$ cat src/rtl/noc_pkg.sv
// Shared types and field layout for the NoC packet injector.
// Packet layout: [13:11] dest, [10:8] src, [7:0] payload.
package noc_pkg;

  localparam int WIDTH_PACKET  = 14;
  localparam int WIDTH_ADDR    = 3;
  localparam int WIDTH_PAYLOAD = WIDTH_PACKET - 2 * WIDTH_ADDR;

  localparam int DEST_MSB    = WIDTH_PACKET - 1;
  localparam int DEST_LSB    = WIDTH_PACKET - WIDTH_ADDR;
  localparam int SRC_MSB     = DEST_LSB - 1;
  localparam int SRC_LSB     = DEST_LSB - WIDTH_ADDR;
  localparam int PAYLOAD_MSB = SRC_LSB - 1;
  localparam int PAYLOAD_LSB = 0;

  typedef struct packed {
    logic [WIDTH_ADDR-1:0]    dest;
    logic [WIDTH_ADDR-1:0]    src;
    logic [WIDTH_PAYLOAD-1:0] payload;
  } noc_packet_t;

  typedef enum logic [1:0] {
    IDLE,
    SETUP,
    REQ_HI,
    REQ_LO
  } inj_state_e;

endpackage

$ cat src/rtl/noc_sync_fifo.sv
// Single-clock FIFO with show-ahead read data; DEPTH must be a power of 2.
// Push is ignored when full and pop is ignored when empty.
module noc_sync_fifo #(
  parameter int DEPTH = 4,
  parameter int WIDTH = 14
) (
  input  logic                     clk,
  input  logic                     rst_n,
  input  logic                     push,
  input  logic [WIDTH-1:0]         wdata,
  input  logic                     pop,
  output logic [WIDTH-1:0]         rdata,
  output logic                     full,
  output logic                     empty,
  output logic [$clog2(DEPTH):0]   count
);

  localparam int AW = $clog2(DEPTH);
  localparam logic [AW:0] FULL_COUNT = (AW + 1)'(DEPTH);

  logic [WIDTH-1:0] mem [DEPTH];
  logic [AW-1:0]    wr_ptr;
  logic [AW-1:0]    rd_ptr;
  logic             do_push;
  logic             do_pop;

  assign full    = (count == FULL_COUNT);
  assign empty   = (count == '0);
  assign do_push = push & ~full;
  assign do_pop  = pop & ~empty;
  assign rdata   = mem[rd_ptr];

  // NOTE: storage has no reset; count and pointers alone define which entries are valid.
  always_ff @(posedge clk) begin
    if (do_push) mem[wr_ptr] <= wdata;
  end

  always_ff @(posedge clk or negedge rst_n) begin
    if (!rst_n) begin
      wr_ptr <= '0;
      rd_ptr <= '0;
      count  <= '0;
    end else begin
      if (do_push) wr_ptr <= wr_ptr + AW'(1);
      if (do_pop)  rd_ptr <= rd_ptr + AW'(1);
      case ({do_push, do_pop})
        2'b10:   count <= count + (AW + 1)'(1);
        2'b01:   count <= count - (AW + 1)'(1);
        default: count <= count;
      endcase
    end
  end

endmodule

$ cat src/rtl/noc_packet_injector.sv
// Buffers PE requests, packs them with the local node id and drives them into
// a router input using a 4-phase bundled-data req/ack handshake.
module noc_packet_injector
  import noc_pkg::*;
#(
  parameter int                    WIDTH_packet = 14,
  parameter int                    WIDTH_addr   = 3,
  parameter logic [WIDTH_addr-1:0] NODE_ID      = '0,
  parameter int                    FIFO_DEPTH   = 4,
  parameter int                    SETUP_CYC    = 1
) (
  input  logic                                clk,
  input  logic                                rst_n,
  input  logic                                pe_valid,
  output logic                                pe_ready,
  input  logic [WIDTH_addr-1:0]               pe_dest,
  input  logic [WIDTH_packet-2*WIDTH_addr-1:0] pe_payload,
  output logic                                noc_req,
  output logic [WIDTH_packet-1:0]             noc_data,
  input  logic                                noc_ack,
  output logic                                busy,
  output logic [15:0]                         sent_count
);

  localparam int CW = $clog2(FIFO_DEPTH) + 1;
  localparam logic [3:0] SETUP_LOAD = 4'(SETUP_CYC);

  logic [1:0]              rst_pipe;
  logic                    rst_int_n;
  logic [1:0]              ack_pipe;
  logic                    ack_s;
  logic                    ready_q;
  logic                    fifo_full;
  logic                    fifo_empty;
  logic [CW-1:0]           fifo_count;
  logic [WIDTH_packet-1:0] fifo_rdata;
  logic [WIDTH_packet-1:0] pe_packet;
  logic                    push;
  logic                    pop;
  logic [3:0]              setup_cnt;
  inj_state_e              state;

  // Reset asserts asynchronously but is released only after two clean clock edges.
  always_ff @(posedge clk or negedge rst_n) begin
    if (!rst_n) rst_pipe <= '0;
    else        rst_pipe <= {rst_pipe[0], 1'b1};
  end
  assign rst_int_n = rst_pipe[1];

  // Left unreset so a stale ack held across reset is already visible at release.
  always_ff @(posedge clk) begin
    ack_pipe <= {ack_pipe[0], noc_ack};
  end
  assign ack_s = ack_pipe[1];

  always_ff @(posedge clk or negedge rst_int_n) begin
    if (!rst_int_n) ready_q <= 1'b0;
    else            ready_q <= 1'b1;
  end

  assign pe_ready  = ready_q & ~fifo_full;
  assign push      = pe_valid & pe_ready;
  assign pe_packet = {pe_dest, NODE_ID, pe_payload};
  assign pop       = (state == IDLE) & ~fifo_empty & ~ack_s;
  assign busy      = (fifo_count != '0) | (state != IDLE);

  noc_sync_fifo #(
    .DEPTH (FIFO_DEPTH),
    .WIDTH (WIDTH_packet)
  ) u_fifo (
    .clk   (clk),
    .rst_n (rst_int_n),
    .push  (push),
    .wdata (pe_packet),
    .pop   (pop),
    .rdata (fifo_rdata),
    .full  (fifo_full),
    .empty (fifo_empty),
    .count (fifo_count)
  );

  // NOTE: all FSM state and registered outputs use non-blocking assignments.
  always_ff @(posedge clk or negedge rst_int_n) begin
    if (!rst_int_n) begin
      state      <= IDLE;
      noc_req    <= 1'b0;
      noc_data   <= '0;
      setup_cnt  <= '0;
      sent_count <= '0;
    end else begin
      case (state)
        IDLE: begin
          if (pop) begin
            noc_data  <= fifo_rdata;
            setup_cnt <= SETUP_LOAD;
            state     <= SETUP;
          end
        end
        SETUP: begin
          setup_cnt <= setup_cnt - 4'd1;
          if (setup_cnt == 4'd1) begin
            noc_req <= 1'b1;
            state   <= REQ_HI;
          end
        end
        REQ_HI: begin
          if (ack_s) begin
            noc_req <= 1'b0;
            state   <= REQ_LO;
          end
        end
        REQ_LO: begin
          // noc_data stays frozen until the return-to-zero phase completes.
          if (!ack_s) begin
            sent_count <= sent_count + 16'd1;
            state      <= IDLE;
          end
        end
        default: state <= IDLE;
      endcase
    end
  end

endmodule
$ cat config.mk
export PLATFORM = sky130hd
export DESIGN_NAME = noc_packet_injector
export DESIGN_NICKNAME = d
export VERILOG_FILES = /design/src/rtl/noc_pkg.sv /design/src/rtl/noc_sync_fifo.sv /design/src/rtl/noc_packet_injector.sv
export SDC_FILE = /design/constraint.sdc
export NUM_CORES = 1
export LEC_CHECK = 0
export ABC_AREA = 1
export BUFFER_PORTS_ARGS = -buffer_cell sky130_fd_sc_hd__buf_4
export CAP_MARGIN = 10
export CORE_ASPECT_RATIO = 1.25
export CORE_MARGIN = 2
export CORE_UTILIZATION = 45
export CTS_CLUSTER_SIZE = 24
export DETAILED_ROUTE_END_ITERATION = 10
export GPL_ROUTABILITY_DRIVEN = 0
export PLACE_DENSITY_LB_ADDON = 0.1
export REMOVE_ABC_BUFFERS = 1
export SYNTH_ARGS = -nofsm -noshare
export SYNTH_HDL_FRONTEND = slang
export SYNTH_SLANG_ARGS = --single-unit
$ cat constraint.sdc
create_clock -name clk -period 1.5 [get_ports clk]
set_clock_uncertainty 0.1 [all_clocks]
set_input_delay 0.15 -clock clk [delete_from_list [all_inputs] [get_ports clk]]
set_output_delay 0.15 -clock clk [all_outputs]
set_load 0.005 [all_outputs]
Word-level counts from Yosys, hierarchy flattened. Memories as Yosys holds them, arrays and structs flattened. A register that Yosys moved wholly into a read port is not among the register bits. Index checks and enable logic that the tools add are counted.

Bits in read-only memories: 0. Memories: 1. Register bits: 49. Output and inout bits: 33. Bits in latches: 0. RAM bits: 44.

Memory list: u_fifo.mem (words 4, bits a word 11, rd ports 1, clocked after Yosys merged registers in 1, write ports 1, RTL line noc_sync_fifo.sv:21) `logic [WIDTH-1:0] mem [DEPTH];`.

Reductions and logical operators: 13. Divide/modulo/power cells: 0. Order comparisons: 0. Multiply operators: 0. Equal/unequal tests: 11. Shifts and indexed selects: 0. Mux-type cells: 13. Bitwise logic cells: 10. $add $sub $neg: 6.

Operator list (number): $add 16x1->16 const B (1); $mux 2 (4); $pmux 2 s4 (1); $pmux 4 s2 (1); $reduce_bool 2->1 (4); $and 1x1->1 (6); $eq 2x2->1 const B (3); $ne 2x2->1 const B (3); $pmux 3 s2 (1); $reduce_and 2->1 (3); $add 2x1->2 const B (2); $eq 2x1->1 const B (2); $eq 4x1->1 const B (1); $mux 1 (4); $mux 4 (1); $reduce_and 4->1 (1); $sub 4x1->4 const B (1); $add 3x1->3 const B (1); $eq 3x3->1 const B (1); $logic_not 3->1 (1); $not 1->1 (3); $reduce_and 3->1 (1); $reduce_bool 3->1 (1); $sub 3x1->3 const B (1); 5 further kinds (5).

Logic depth before layout (Yosys ltp).
Word-level depth: 7. Mapped depth: 13. Gate-level depth less buffers: 12.

Hierarchy. From an unflattened synthesis, not the netlist that was laid out.

Cell total of the unflattened synthesis: 451. Area, all modules: 4718.3 um^2.

Modules (own cells, without submodules): noc_sync_fifo (area an instance 2747.6 um^2, cells each 225, sequential area each 1856.8 um^2, times used 1); noc_packet_injector (area an instance 1970.6 um^2, cells each 226, sequential area each 1041.0 um^2, times used 1).

Least setup slack after synthesis. Ideal clock, no wire load.

Kind: register -> register. Start: register state[0]. End: register u_fifo.count[2]. Data arrival time: 2103 ps. Cell stages (with the launch flop): 14. Buffers on the path: 1. Clock period less this slack: 2334 ps. Path slack: -834 ps. Cells stage by stage: dfrtp_1 > inv_1 > ha_1 > inv_2 > nor2_2 > nand2_4 > inv_4 > buf_8 > ha_1 > inv_1 > fa_1 > a21oi_1 > o21ai_0 > xor2_1.

Longest elaborated chain between the ends: 6.

RTL lines: start: declaration (RTL line noc_packet_injector.sv:41) `inj_state_e state;`; start signal: assignment (RTL line noc_packet_injector.sv:85) `state <= IDLE;`; start signal: assignment (RTL line noc_packet_injector.sv:96) `state <= SETUP;`; start signal: assignment (RTL line noc_packet_injector.sv:103) `state <= REQ_HI;`; $logic_not 2->1 * (RTL line noc_packet_injector.sv:64) `assign pop = (state == IDLE) & ~fifo_empty & ~ack_s;`; $and 1x1->1 * (2 in series) (RTL line noc_packet_injector.sv:64); $and 1x1->1 * (RTL line noc_sync_fifo.sv:30) `assign do_pop = pop & ~empty;`; named net u_fifo.do_pop (RTL line noc_sync_fifo.sv:25) `logic do_pop;`; $eq 2x1->1 or $eq 2x2->1 (tied branches) (RTL line noc_sync_fifo.sv:46) `case ({do_push, do_pop})`; $pmux 3 s2 or $reduce_bool 2->1 (tied branches); end signal: assignment (RTL line noc_sync_fifo.sv:47) `2'b10: count <= count + (AW + 1)'(1);`; end signal: assignment (RTL line noc_sync_fifo.sv:48) `2'b01: count <= count - (AW + 1)'(1);`; end signal: assignment (RTL line noc_sync_fifo.sv:49) `default: count <= count;`; end: declaration (RTL line noc_sync_fifo.sv:15) `output logic [$clog2(DEPTH):0] count`.

The timed path passes the listed nets; every way through them passes the cells marked *. A chain may end at the register's enable or synchronous reset.

Final worst setup path.
Start: register state[0]. End: register u_fifo.count[2].

Longest elaborated chain between the ends: 6.

RTL lines (RTL line): $logic_not 2->1 * (noc_packet_injector.sv:64); $and 1x1->1 * (2 in series) (noc_packet_injector.sv:64); $and 1x1->1 * (noc_sync_fifo.sv:30); $eq 2x1->1 or $eq 2x2->1 (tied branches) (noc_sync_fifo.sv:46); $pmux 3 s2 or $reduce_bool 2->1 (tied branches).

Mark *: on every way between the ends. The rest lies on a longest branch, timed or not.

==> metrics <==
drt via density=about 4.6; DRC=0; WS Path Type=flip-flop to flip-flop; HP Class=flip-flop to asynchronous set/reset pin; Period minus WS final=about 1900 ps; via count=around 2700; CTS clk-pin slew, worst paths=about 90 ps; combinational fraction of design power=0.410; number of global-route vias before repair=around 2800; final setup violation count=53; GRT Total Usage=0.168; Max Fclk=around 520 MHz; TritonCTS clock tree=done; grt ovf=0; final core occ=0.617; Pins Over Slew Limit=0; Power Total=roughly 9.1 mW; remaining antenna violation count=0; power per standard cell area=1690 nW/um2; Placement Rows=38; layout net count=~500; maxcap violations=0; sequential fraction of the synthesis area=0.611; Die ar.=9740 um2; total core area=8700 um2; yosys warns=0; Data required, critical path=roughly 1700 ps; Sw Share=0.355; TritonCTS buffer count=9; Final HPWL DP=4.99 mm; failing checks=negative setup slack; IO Pins=48; mapped cell area=slightly above 4000 um2; Tcrit/Tclk final=1.29; crit path DAT=2080 ps; first-pass GRT wire length=around 12 mm; Static Leak=2.38 nW; largest net degree at the start of global routing=43; worst-path maximum fanout=2; Die X=between 80 and 90 um; Port-buffer cells=44; final cell count without fillers=598; RSZ-0062 raised after global routing=yes; routed length per placed instance=12.4 um; share of cells above drive strength 1=0.360; clock share of power=0.207; n_diodes=0; WL final=between 7 and 8 mm; first-pass detailed-route iteration total=4; VDD IR-drop max=between 0.0009 and 0.001 V; crit path launch type=flip-flop; Root Driver=clkbuf_8; DIE HEIGHT=about 110 um; outcome=finished, violations left; final worst setup slack=-438 ps; Initial Utilization=0.463; Placed Cells=558; Clock Path Buffers=2; Switch Pwr=between 3 and 4 mW; Seq pwr share=0.383; Synth Register Bits=90; crit path capture type=flip-flop; H-tree Lvls=3; worst hold slack=approximately 140 ps; Filler Cell Count=slightly above 700; Worst-Skew Late Latency=360 ps; Sink Count=90; Int Power=roughly 5.8 mW; count of final hold-check violations=0; initial antenna violation count=0; Area Growth Syn to Fin=33.1%; First DRT Iteration DRCs=90; post-synthesis area per instance=around 11 um2; Gate Count Post-Synth=roughly 370; Synth cell types=38
==> cell usage in the layout (no fill, tap or decap), drive strengths merged <==
cell type    netlist  routed
buf                8      87
a21oi             15      15
o22ai              1       1
nor3               1       1
bufinv             0       2
fa                 1       1
o21ai             29      29
dlygate4sd3        0      14
and3b              1       1
nand3             10      10
ha                13      13
nand2             45      45
a21boi             1       1
edfxtp            44      44
xor2              10      10
inv               37      41
dfrtp             44      44
nand4              4       4
clkbuf             3      10
nor2              92      92
conb               2       5
xnor2              5       5
dfxtp              2       2
a31oi              1       1
==> worst max-delay path, stage by stage (launching register included) <==
cell	delay [ps]
dfrtp_1	400
inv_2	80
ha_4	140
inv_2	40
nor2_4	90
nand2_4	60
inv_4	60
ha_4	120
inv_2	40
fa_2	360
a21oi_2	120
o21ai_1	80
xor2_1	140
==> sequential cells by signal (all words and copies together), names as in the netlist <==
register	flops
noc_data	11
noc_req	1
setup_cnt	4
rst_pipe	2
u_fifo.wr_ptr	2
ready_q	1
u_fifo.mem	44
u_fifo.rd_ptr	2
ack_pipe	2
u_fifo.count	3
state	2
sent_count	16
==> cell type report <==
type	count	area [um2]	share of cell area
Tap cell	120	150	0.0280
Inverter	37	141	0.0263
Clock buffer	10	128	0.0238
Sequential cell	90	2460	0.459
Multi-Input combinational cell	234	1520	0.283
Timing Repair Buffer	101	871	0.162
Clock inverter	6	95.1	0.0177
==> kinds of logic (layout without fill, tap and decap cells) <==
| logic type | after synthesis | count (layout) | share of synthesized area |
|---|---|---|---|
| buffers and inverters | 48 | 154 | 0.0543 |
| and+or+nand+nor | 153 | 153 | 0.183 |
| adders and majority gates | 14 | 14 | 0.0453 |
| DFF | 90 | 90 | 0.611 |
| xor gates and xnor gates | 15 | 15 | 0.0344 |
| other | 2 | 5 | 0.00186 |
| AOI/OAI and AO/OA | 47 | 47 | 0.0704 |
==> worst paths after layout <==
kind | startpoint | to | slack [ps] | depth (start not counted)
max | state[0]$_DFFE_PN0P_ | u_fifo.count[2]$_DFFE_PN0P_ | -440 | 12
min | rst_pipe[1]$_DFF_PN0_ | noc_data[7]$_DFFE_PN0P_ | 140 | 1
max reg2reg | state[0]$_DFFE_PN0P_ | u_fifo.count[2]$_DFFE_PN0P_ | -440 | 12
min reg2reg | rst_pipe[1]$_DFF_PN0_ | noc_data[7]$_DFFE_PN0P_ | 140 | 1
max in group asynchronous | rst_n | rst_pipe[1]$_DFF_PN0_ | 630 | 3
min in group clk | pe_valid | u_fifo.count[1]$_DFFE_PN0P_ | 210 | 5
==> routing by layer <==
metal / global-route usage / vias up / wire, um
li1: - / 1394 / -
met2: 0.312 / 46 / 4060
met4: 0.0768 / 0 / 166
met3: 0.0375 / 13 / 233
met5: 0 / - / 0
met1: 0.176 / 1275 / 2930
==> cells in the mapped netlist <==
| cell type | instances | area share |
|---|---|---|
| nor2_4 | 2 | 0.0056 |
| nor2_1 | 73 | 0.068 |
| xor2_1 | 9 | 0.020 |
| a21oi_1 | 7 | 0.0087 |
| nor2_8 | 2 | 0.0099 |
| conb_1 | 2 | 0.0019 |
| nand2_4 | 3 | 0.0084 |
| dfrtp_1 | 44 | 0.27 |
| nand2_2 | 2 | 0.0031 |
| xnor2_1 | 5 | 0.011 |
| nand2_1 | 40 | 0.037 |
| buf_6 | 1 | 0.0028 |
| a31oi_2 | 1 | 0.0031 |
| xor2_2 | 1 | 0.0040 |
| buf_2 | 2 | 0.0025 |
| nand3_2 | 2 | 0.0050 |
| a21oi_2 | 8 | 0.017 |
| inv_4 | 1 | 0.0016 |
| o21ai_1 | 5 | 0.0062 |
| a21boi_2 | 1 | 0.0028 |
| clkbuf_1 | 3 | 0.0028 |
| ha_1 | 13 | 0.040 |
| o22ai_1 | 1 | 0.0016 |
| nand3_4 | 1 | 0.0043 |
| buf_4 | 4 | 0.0074 |
| o21ai_0 | 23 | 0.029 |
| o21ai_2 | 1 | 0.0022 |
| nand4_1 | 4 | 0.0062 |
| and3b_1 | 1 | 0.0022 |
| inv_1 | 29 | 0.027 |
| buf_8 | 1 | 0.0037 |
| inv_2 | 7 | 0.0065 |
| nand3_1 | 7 | 0.0087 |
| edfxtp_1 | 44 | 0.33 |
| fa_1 | 1 | 0.0050 |
| nor2_2 | 15 | 0.023 |
| dfxtp_1 | 2 | 0.0099 |
| nor3_1 | 1 | 0.0012 |
==> what timing repair did <==
item | CTS | global route
buffers inserted | 8 | 10
hold endpoints to repair | 47 | 0
gates resized for setup | 31 | 23
pin swaps | 7 | 9
hold buffers | 14 | 0
endpoints found under the setup margin | 66 | 75
==> through the flow <==
| stage | area [um2] | setup slack (ps) | setup TNS [ps] |
|---|---|---|---|
| 3_5_place_dp | 4720 | -598 | -5510 |
| 6_report | 5370 | -438 | -7860 |
| 5_1_grt | 5370 | -526 | -10940 |
| 2_1_floorplan | 3970 | -832 | -13160 |
| 4_1_cts | 5240 | -442 | -6140 |
| 3_3_place_gp | 4720 | -572 | -4910 |
==> power by group through the flow <==
stage	Combinational, mW	Clock, mW	Sequential (mW)
5_1_grt	4.22	2.00	3.53
3_3_place_gp	3.13	0	3.49
3_5_place_dp	3.18	0	3.51
2_1_floorplan	1.76	0	3.59
4_1_cts	3.46	1.92	3.47
6_report	3.71	1.87	3.47
(Power assumes the default switching activity.)
